$ cat src/rtl/muldiv_unit.sv
// muldiv_unit: iterative radix-2 multiply/divide engine owning HI/LO, with pipeline stall request
module muldiv_unit #(
  parameter int WIDTH = 32,
  parameter int CNT_W = 6
) (
  input  logic             clk,
  input  logic             rst,
  input  logic             start,
  input  logic [2:0]       op,
  input  logic [WIDTH-1:0] A,
  input  logic [WIDTH-1:0] B,
  input  logic             rd_hilo,
  input  logic             cancel,
  output logic             busy,
  output logic             stall_req,
  output logic [WIDTH-1:0] hi,
  output logic [WIDTH-1:0] lo
);
  typedef enum logic [1:0] {IDLE, RUN, FIX} state_t;
  state_t             r_state;
  logic [CNT_W-1:0]   r_cnt;
  logic [WIDTH-1:0]   r_b;
  logic [2*WIDTH-1:0] r_acc;
  logic               r_div, r_neg_q, r_neg_r;
  logic               w_sgn;
  logic [WIDTH-1:0]   w_a_mag, w_b_mag;
  logic [WIDTH:0]     w_sum, w_rem_sh;
  logic [WIDTH-1:0]   w_rem_sub;
  logic               w_ge;
  logic [2*WIDTH-1:0] w_mul_nxt, w_div_nxt, w_prod;
  logic [WIDTH-1:0]   w_q, w_r;
  assign w_sgn     = ~op[0];
  assign w_a_mag   = (w_sgn & A[WIDTH-1]) ? -A : A;
  assign w_b_mag   = (w_sgn & B[WIDTH-1]) ? -B : B;
  // r_acc low half holds the multiplier/dividend, consumed one bit per step
  assign w_sum     = {1'b0, r_acc[2*WIDTH-1:WIDTH]} + (r_acc[0] ? {1'b0, r_b} : '0);
  assign w_mul_nxt = {w_sum, r_acc[WIDTH-1:1]};
  assign w_rem_sh  = {r_acc[2*WIDTH-1:WIDTH], r_acc[WIDTH-1]};
  assign w_ge      = w_rem_sh >= {1'b0, r_b};
  assign w_rem_sub = w_rem_sh[WIDTH-1:0] - r_b;
  assign w_div_nxt = {w_ge ? w_rem_sub : w_rem_sh[WIDTH-1:0], r_acc[WIDTH-2:0], w_ge};
  assign w_prod    = r_neg_q ? -r_acc : r_acc;
  assign w_q       = r_neg_q ? -r_acc[WIDTH-1:0] : r_acc[WIDTH-1:0];
  assign w_r       = r_neg_r ? -r_acc[2*WIDTH-1:WIDTH] : r_acc[2*WIDTH-1:WIDTH];
  assign stall_req = busy & (start | rd_hilo) | (r_state == FIX & rd_hilo);
  always_ff @(posedge clk) begin
    if (rst) begin
      r_state <= IDLE;
      r_cnt   <= '0;
      r_b     <= '0;
      r_acc   <= '0;
      r_div   <= 1'b0;
      r_neg_q <= 1'b0;
      r_neg_r <= 1'b0;
      busy    <= 1'b0;
      hi      <= '0;
      lo      <= '0;
    end else if (r_state == IDLE) begin
      if (start & ~cancel) begin
        if (op == 3'b100) hi <= A;
        if (op == 3'b101) lo <= A;
        if (~op[2]) begin
          r_state <= RUN;
          busy    <= 1'b1;
          r_cnt   <= CNT_W'(WIDTH-1);
          r_acc   <= {{WIDTH{1'b0}}, w_a_mag};
          r_b     <= w_b_mag;
          r_div   <= op[1];
          // a zero divisor leaves the all-ones quotient unsigned
          r_neg_q <= w_sgn & (A[WIDTH-1] ^ B[WIDTH-1]) & (|B);
          r_neg_r <= w_sgn & A[WIDTH-1];
        end
      end
    end else if (cancel) begin
      r_state <= IDLE;
      busy    <= 1'b0;
    end else if (r_state == RUN) begin
      r_acc <= r_div ? w_div_nxt : w_mul_nxt;
      r_cnt <= r_cnt - CNT_W'(1);
      if (r_cnt == '0) r_state <= FIX;
    end else begin
      r_state <= IDLE;
      busy    <= 1'b0;
      hi      <= r_div ? w_r : w_prod[2*WIDTH-1:WIDTH];
      lo      <= r_div ? w_q : w_prod[WIDTH-1:0];
    end
  end
endmodule

$ cat config.mk
export PLATFORM = sky130hd
export DESIGN_NAME = muldiv_unit
export DESIGN_NICKNAME = d
export VERILOG_FILES = /design/src/rtl/muldiv_unit.sv
export SDC_FILE = /design/constraint.sdc
export NUM_CORES = 1
export LEC_CHECK = 0
export CORE_ASPECT_RATIO = 0.8
export CORE_MARGIN = 2
export CORE_UTILIZATION = 59
export CTS_CLUSTER_SIZE = 28
export DETAILED_ROUTE_END_ITERATION = 10
export PLACE_DENSITY = 0.82
export SYNTH_ARGS = -nofsm -noshare
export SYNTH_HDL_FRONTEND = slang
export SYNTH_SLANG_ARGS = --single-unit
$ cat constraint.sdc
create_clock -name clk -period 4.54 [get_ports clk]
set_input_delay 1.362 -clock clk [delete_from_list [all_inputs] [get_ports clk]]
set_output_delay 1.362 -clock clk [all_outputs]
set_load 0.005 [all_outputs]
==> flow_summary.toml, run 1 <==
[outcome]
status = "complete, no violations"

[detailed_routing]
viasPerCell = 6.53
routedWlPerCell_um = 20.2
wl_met1_mm = 20.3
drt_pre_antenna_iters = 8
drc = 0
met2_length_mm = 18.6
via_count = 14947
maxUsedRoutingLayer = "met5"
routed_wl_mm = 46.2
ant_nets = 0
routed-wl-met3_mm = 5.67
drt_iter0_drc = 1848

[final_layout]
syn_to_final_growth_pct = 16.0
layout_commonest_cell = "nor2_1"
diodes = 0
fill_cells = 1950
drive_above_1_share_pct = 5.11
final_cell_mix = "nor2_1 (228), a21oi_1 (207), nand2_1 (178)"
layout.nets = 2107

[clocking]
clk_latency_ns = 0.45
clk_pin_slew_worst_paths_ns = 0.08
cts_buffers = 17
cts_tree = "done"
htreeDepth = 4
cts_sinks = 172
cts_root_buf = "clkbuf_16"
post_cts_resized = 0
postCtsHoldBufs = 0
clockBufferDepth = 2
cts_setup_buffers = 0

[floorplan]
ios = 138
start_util_pct = 59.7
rows = 50
die_area_um2 = 24700
dieHeight_um = 141
coreArea_um2 = 23200
die_x_um = 175

[timing]
fin_setup_tns_ns = 0
finalCriticalPeriod_ns = 4.27
slew-limit-headroom_pct = 32.8
slew_viol_final = 0
period_share_pct = 94.0
grt_setup_unrepaired = "no"
setup_viol = 0
fmax_mhz = 234
finClkSkew_ns = 0.0234
worstMarginPinSlew_ns = 0.993
finalHoldViolCount = 0

[flow_run]
max-cap-violations = 0

[global_route]
overflow = 0
grt_pass1_vias = 13356
grt_max_degree = 84
grt.total_usage_pct = 36.6
grt_pass1_wl_mm = 72.1
antenna_found_initial = 0

[logic_synthesis]
ys_warn_count = 0
syn-instance-count = 1884
avgSynthCellArea_um2 = 7.36
syn-num-nets = 2028
synth_seq_cells = 172
synth_edf_count = 0
synth_area_um2 = 13900
ys_async_sr_fraction_pct = 0
ys.flop_type = "dfxtp_1"
synth_cell_type_count = 71
ys_seq_area_share_pct = 24.8

[setup_path]
arrival_ns = 4.64
reg2reg_slack_ns = 0.27
endpoint_kind = "register"
reg2reg_to = "r_acc[59]"
crit_type = "reg -> reg"
cp.required_ns = 4.92
critPathMaxFanout = 13
r2r_cells = 10
r2r-start = "r_acc[37]"
start_kind = "register"

[pwr]
power.total_mw = 4.00
switching_share_pct = 33.6
vdd_drop_max_uv = 254
p_seq_share_pct = 40.2
power_density_nw_per_um2 = 249
leakagePower_nw = 6.10
clkPwrFrac_pct = 37.1
p_int_mw = 2.65
p_switching_mw = 1.34
p_comb_share_pct = 22.7

[place]
dp.final_hpwl_mm = 34.4
io_buffers = 137
gp_congestion = 1.01

[hold_path]
hp-start = "hi[13]"
hold_end = "hi[13]"
hold_depth = 2
hold_path_class = "reg -> reg"
logic make-up (layout without fill, tap and decap cells):
logic type	count (synthesis)	after routing	share of synthesized area [%]
muxes	48	48	3.48
adders and majority gates	72	72	6.61
xor gates and xnor gates	169	169	10.7
and+or+nand+nor	622	622	20.5
AOI/OAI and AO/OA	617	617	28.8
buffers and inverters	184	276	5.14
DFF	172	172	24.8
through the flow:
step | cells | setup WS (ns) | utilization (%) | hold slack [ns] | cell area (um2)
after floorplan | 1884 | 0.816 | - | 0.432 | 13900
after global placement | 2256 | 0.290 | 66.8 | 0.445 | 15500
after detailed placement | 2256 | 0.126 | 66.8 | 0.447 | 15500
after CTS | 2288 | 0.510 | 69.3 | 0.456 | 16100
after global routing | 2288 | 0.222 | 69.3 | 0.473 | 16100
final | 2288 | 0.274 | 69.3 | 0.456 | 16100
worst max-delay path, stage by stage, from the launching register on:
cell and delay [ns]:
dfxtp_1 0.42, ha_1 0.41, nand2_1 0.17, nor3_1 0.42
nand2_1 0.09, o211ai_1 0.40, nand4_1 0.36, nand4_1 0.41
nand2_1 0.46, o311ai_0 0.74, a32o_1 0.28
metal layers:
metal	up-vias	GRT usage, %
met5	-	0
met4	2	12.2
met3	132	10.1
met2	900	52.0
met1	6917	52.8
li1	6996	-
area by class of cell:
cell class                 count  area (um2)  area share [%]
clock buffer                  18         439            2.73
multi-input combinational   1528        9710            60.4
sequential                   172        3440            21.4
clock inverter                14         143           0.887
timing repair buffer         181        1710            10.6
tap                          312         390            2.43
inverter                      63         236            1.47
worst max path at each step:
stage | to | start
finish | r_acc[59] | r_acc[37]
global route | r_acc[59] | r_acc[37]
CTS | r_acc[59] | r_acc[37]
detailed placement | r_b[21] | B[8]
global placement | r_b[21] | B[8]
floorplan | r_b[21] | B[8]
power groups by stage:
stage	logic, mW	clock network, mW	registers [mW]
after floorplan	0.582	0	1.62
after CTS	0.877	1.48	1.60
final	0.906	1.48	1.61
after global routing	0.974	1.54	1.61
after detailed placement	0.869	0	1.64
after global placement	0.857	0	1.64
synth_stat cells, drive strengths merged (5+ instances only):
master    n  share of area [%]
nor2b    11               0.50
nand3    30                1.1
a31oi    15               0.68
xnor2    73                4.6
o41ai    19                1.3
nand4    13               0.59
xor2     96                6.1
buf      12               0.47
inv      63                1.7
clkbuf  109                3.0
or2       9               0.41
a32o      5               0.36
o31ai    21                1.1
o21bai   10               0.54
or4      15               0.87
nand2b   12               0.54
a22oi    10               0.54
o221ai    5               0.32
o21ai    98                3.6
a221oi    7               0.44
mux2i    47                3.4
a211oi   82                4.4
nor4     15               0.68
a21oi   207                7.5
a21o     36                1.9
ha       70                6.3
nor2    231                6.3
and2      9               0.41
nor3     41                1.5
nand2   178                4.8
a311oi    9               0.57
o21a     10               0.54
nand3b    7               0.38
or3      28                1.3
o211ai   46                2.5
and3     14               0.63
dfxtp   172                 25
sequential cells by signal, indices dropped and copies added, names as in the netlist:
| name | cells |
|---|---|
| r_b | 32 |
| r_acc | 64 |
| r_neg_q | 1 |
| r_cnt | 6 |
| r_neg_r | 1 |
| r_state | 2 |
| r_div | 1 |
| lo | 32 |
| busy | 1 |
| hi | 32 |
Note: power is estimated with default switching activity, not from simulation.
==> run 2: changes to the inputs <==
CORE_MARGIN = 5   (was 2)
==> run 2 against run 1 <==
Effect of this change:
- design area rose by 0.40%
- largest cell class unchanged
- highest routed layer is now met4
- utilization is 0.088 points higher
- combinational power grew 1%
- sequential power about the same
- non-clock buffer count increased by 11
- setup slack better by 0.19 ns
- critical endpoint is now r_acc[48]
==> flow_summary.toml, run 2 (same netlist as run 1, synthesis figures left out) <==
[setup_path]
cp.required_ns = 4.83
critPathMaxFanout = 11
reg2reg_slack_ns = 0.47
crit_type = "reg -> reg"
critPathMaxStageDelay_ns = 0.66
critPathBufInv = 1
arrival_ns = 4.36
path_depth = 11
reg2reg_to = "r_acc[48]"
critPathSlowestCell = "a211oi_1"
r2r-start = "r_b[16]"
start_kind = "register"
endpoint_kind = "register"
r2r_cells = 11
cp_cell_sequence = "inv_1 > ha_1 > nand4_1 > nor3_1 > nand2_1 > o211ai_1 > nand4_1 > nand4_1 > nand2_1 > a211oi_1 > o32ai_1"
cp_top_family = "simple AND/OR/NAND/NOR gates"
cp_common_cell = "nand4_1"

[detailed_routing]
via_count = 15082
maxUsedRoutingLayer = "met4"
met2_length_mm = 19.6
wl_met1_mm = 20.9
viasPerCell = 6.56
routedWlPerCell_um = 20.9
drt_iter0_drc = 1770
routed-wl-met3_mm = 5.92
drc = 0
routed_wl_mm = 48.0
drt_pre_antenna_iters = 7
ant_nets = 0

[hold_path]
hp-start = "hi[4]"
hold_end = "hi[4]"
hold_depth = 2
hold_path_class = "reg -> reg"

[final_layout]
top_register = "r_acc"
diodes = 0
fill_cells = 2017
layout_commonest_cell = "nor2_1"
syn_to_final_growth_pct = 16.5
multi_input_area_um2 = 9710
drive_above_1_share_pct = 5.49
final_cell_mix = "nor2_1 (228), a21oi_1 (207), nand2_1 (178)"
layout.nets = 2118
largest_reg_flops = 64
regArea_um2 = 3440

[flow_run]
max-cap-violations = 0

[timing]
setup_viol = 0
worstMarginPinSlew_ns = 1.06
finalCriticalPeriod_ns = 4.07
holdWs_ns = 0.470
grt_setup_unrepaired = "no"
slew-limit-headroom_pct = 28.5
finClkSkew_ns = 0.0137
finalHoldViolCount = 0
fin_setup_tns_ns = 0
slew_viol_final = 0
fmax_mhz = 246
period_share_pct = 89.7

[place]
gp_congestion = 0.999
io_buffers = 137
dp.final_hpwl_mm = 36.0

[clocking]
cts_sinks = 172
htreeDepth = 4
clk_latency_ns = 0.44
cts_root_buf = "clkbuf_16"
clk_pin_slew_worst_paths_ns = 0.07
cts_tree = "done"
clockBufferDepth = 2
postCtsHoldBufs = 0
cts_setup_buffers = 0
post_cts_resized = 0
cts_buffers = 17

[global_route]
grt_pass1_wl_mm = 75.6
grt_pass1_vias = 13824
grt_max_degree = 72
antenna_found_initial = 0
grt.total_usage_pct = 34.8
overflow = 0

[outcome]
status = "complete, no violations"

[pwr]
power.total_mw = 3.97
leakagePower_nw = 6.14
vdd_drop_max_uv = 249
power_density_nw_per_um2 = 246

[floorplan]
ios = 138
die_area_um2 = 26700
dieHeight_um = 147
rows = 50
coreArea_um2 = 23300
die_x_um = 181
start_util_pct = 59.6
==> run 2: worst max-delay path by stage <==
stage                       start        end  slack (ns)
after floorplan              B[8]    r_b[21]        0.82
after global placement       B[8]    r_b[21]        0.29
after detailed placement     B[8]    r_b[21]        0.13
after CTS                    B[8]    r_b[21]        0.58
after global routing      r_b[16]  r_acc[59]        0.20
final                     r_b[16]  r_acc[48]        0.47
==> run 2: layout make-up <==
type / count / area share, %
Multi-Input combinational cell: 1528 / 60.2
Sequential cell: 172 / 21.3
Timing Repair Buffer: 192 / 11.1
Clock buffer: 22 / 2.94
Tap cell: 312 / 2.42
Inverter: 63 / 1.47
Clock inverter: 9 / 0.550
==> run 2: stage by stage <==
stage	setup slack [ns]	utilization (%)	cell area, um2	std cells
after floorplan	0.816	-	13900	1884
after global placement	0.295	66.9	15600	2267
after detailed placement	0.129	66.9	15600	2267
after CTS	0.580	69.4	16100	2298
after global routing	0.204	69.4	16100	2298
final	0.467	69.4	16100	2298
==> run 2: worst reg2reg max path: stages, from the launching register on <==
cell,delay (ns)
dfxtp_1,0.34
inv_1,0.12
ha_1,0.46
nand4_1,0.16
nor3_1,0.30
nand2_1,0.09
o211ai_1,0.45
nand4_1,0.37
nand4_1,0.42
nand2_1,0.37
a211oi_1,0.66
o32ai_1,0.18
==> run 2: where the power goes <==
group | total [mW] | internal [mW] | switching (mW) | leakage, nW
Clock | 1.45 | 0.799 | 0.648 | 0.274
Combinational | 0.915 | 0.357 | 0.558 | 4.47
Sequential | 1.61 | 1.55 | 0.0575 | 1.39
==> run 2: metal layers <==
metal | track usage, % | vias to the layer above
li1 | - | 7025
met1 | 51.4 | 6988
met2 | 49.3 | 939
met3 | 8.71 | 130
met4 | 11.3 | 0
met5 | 0 | -
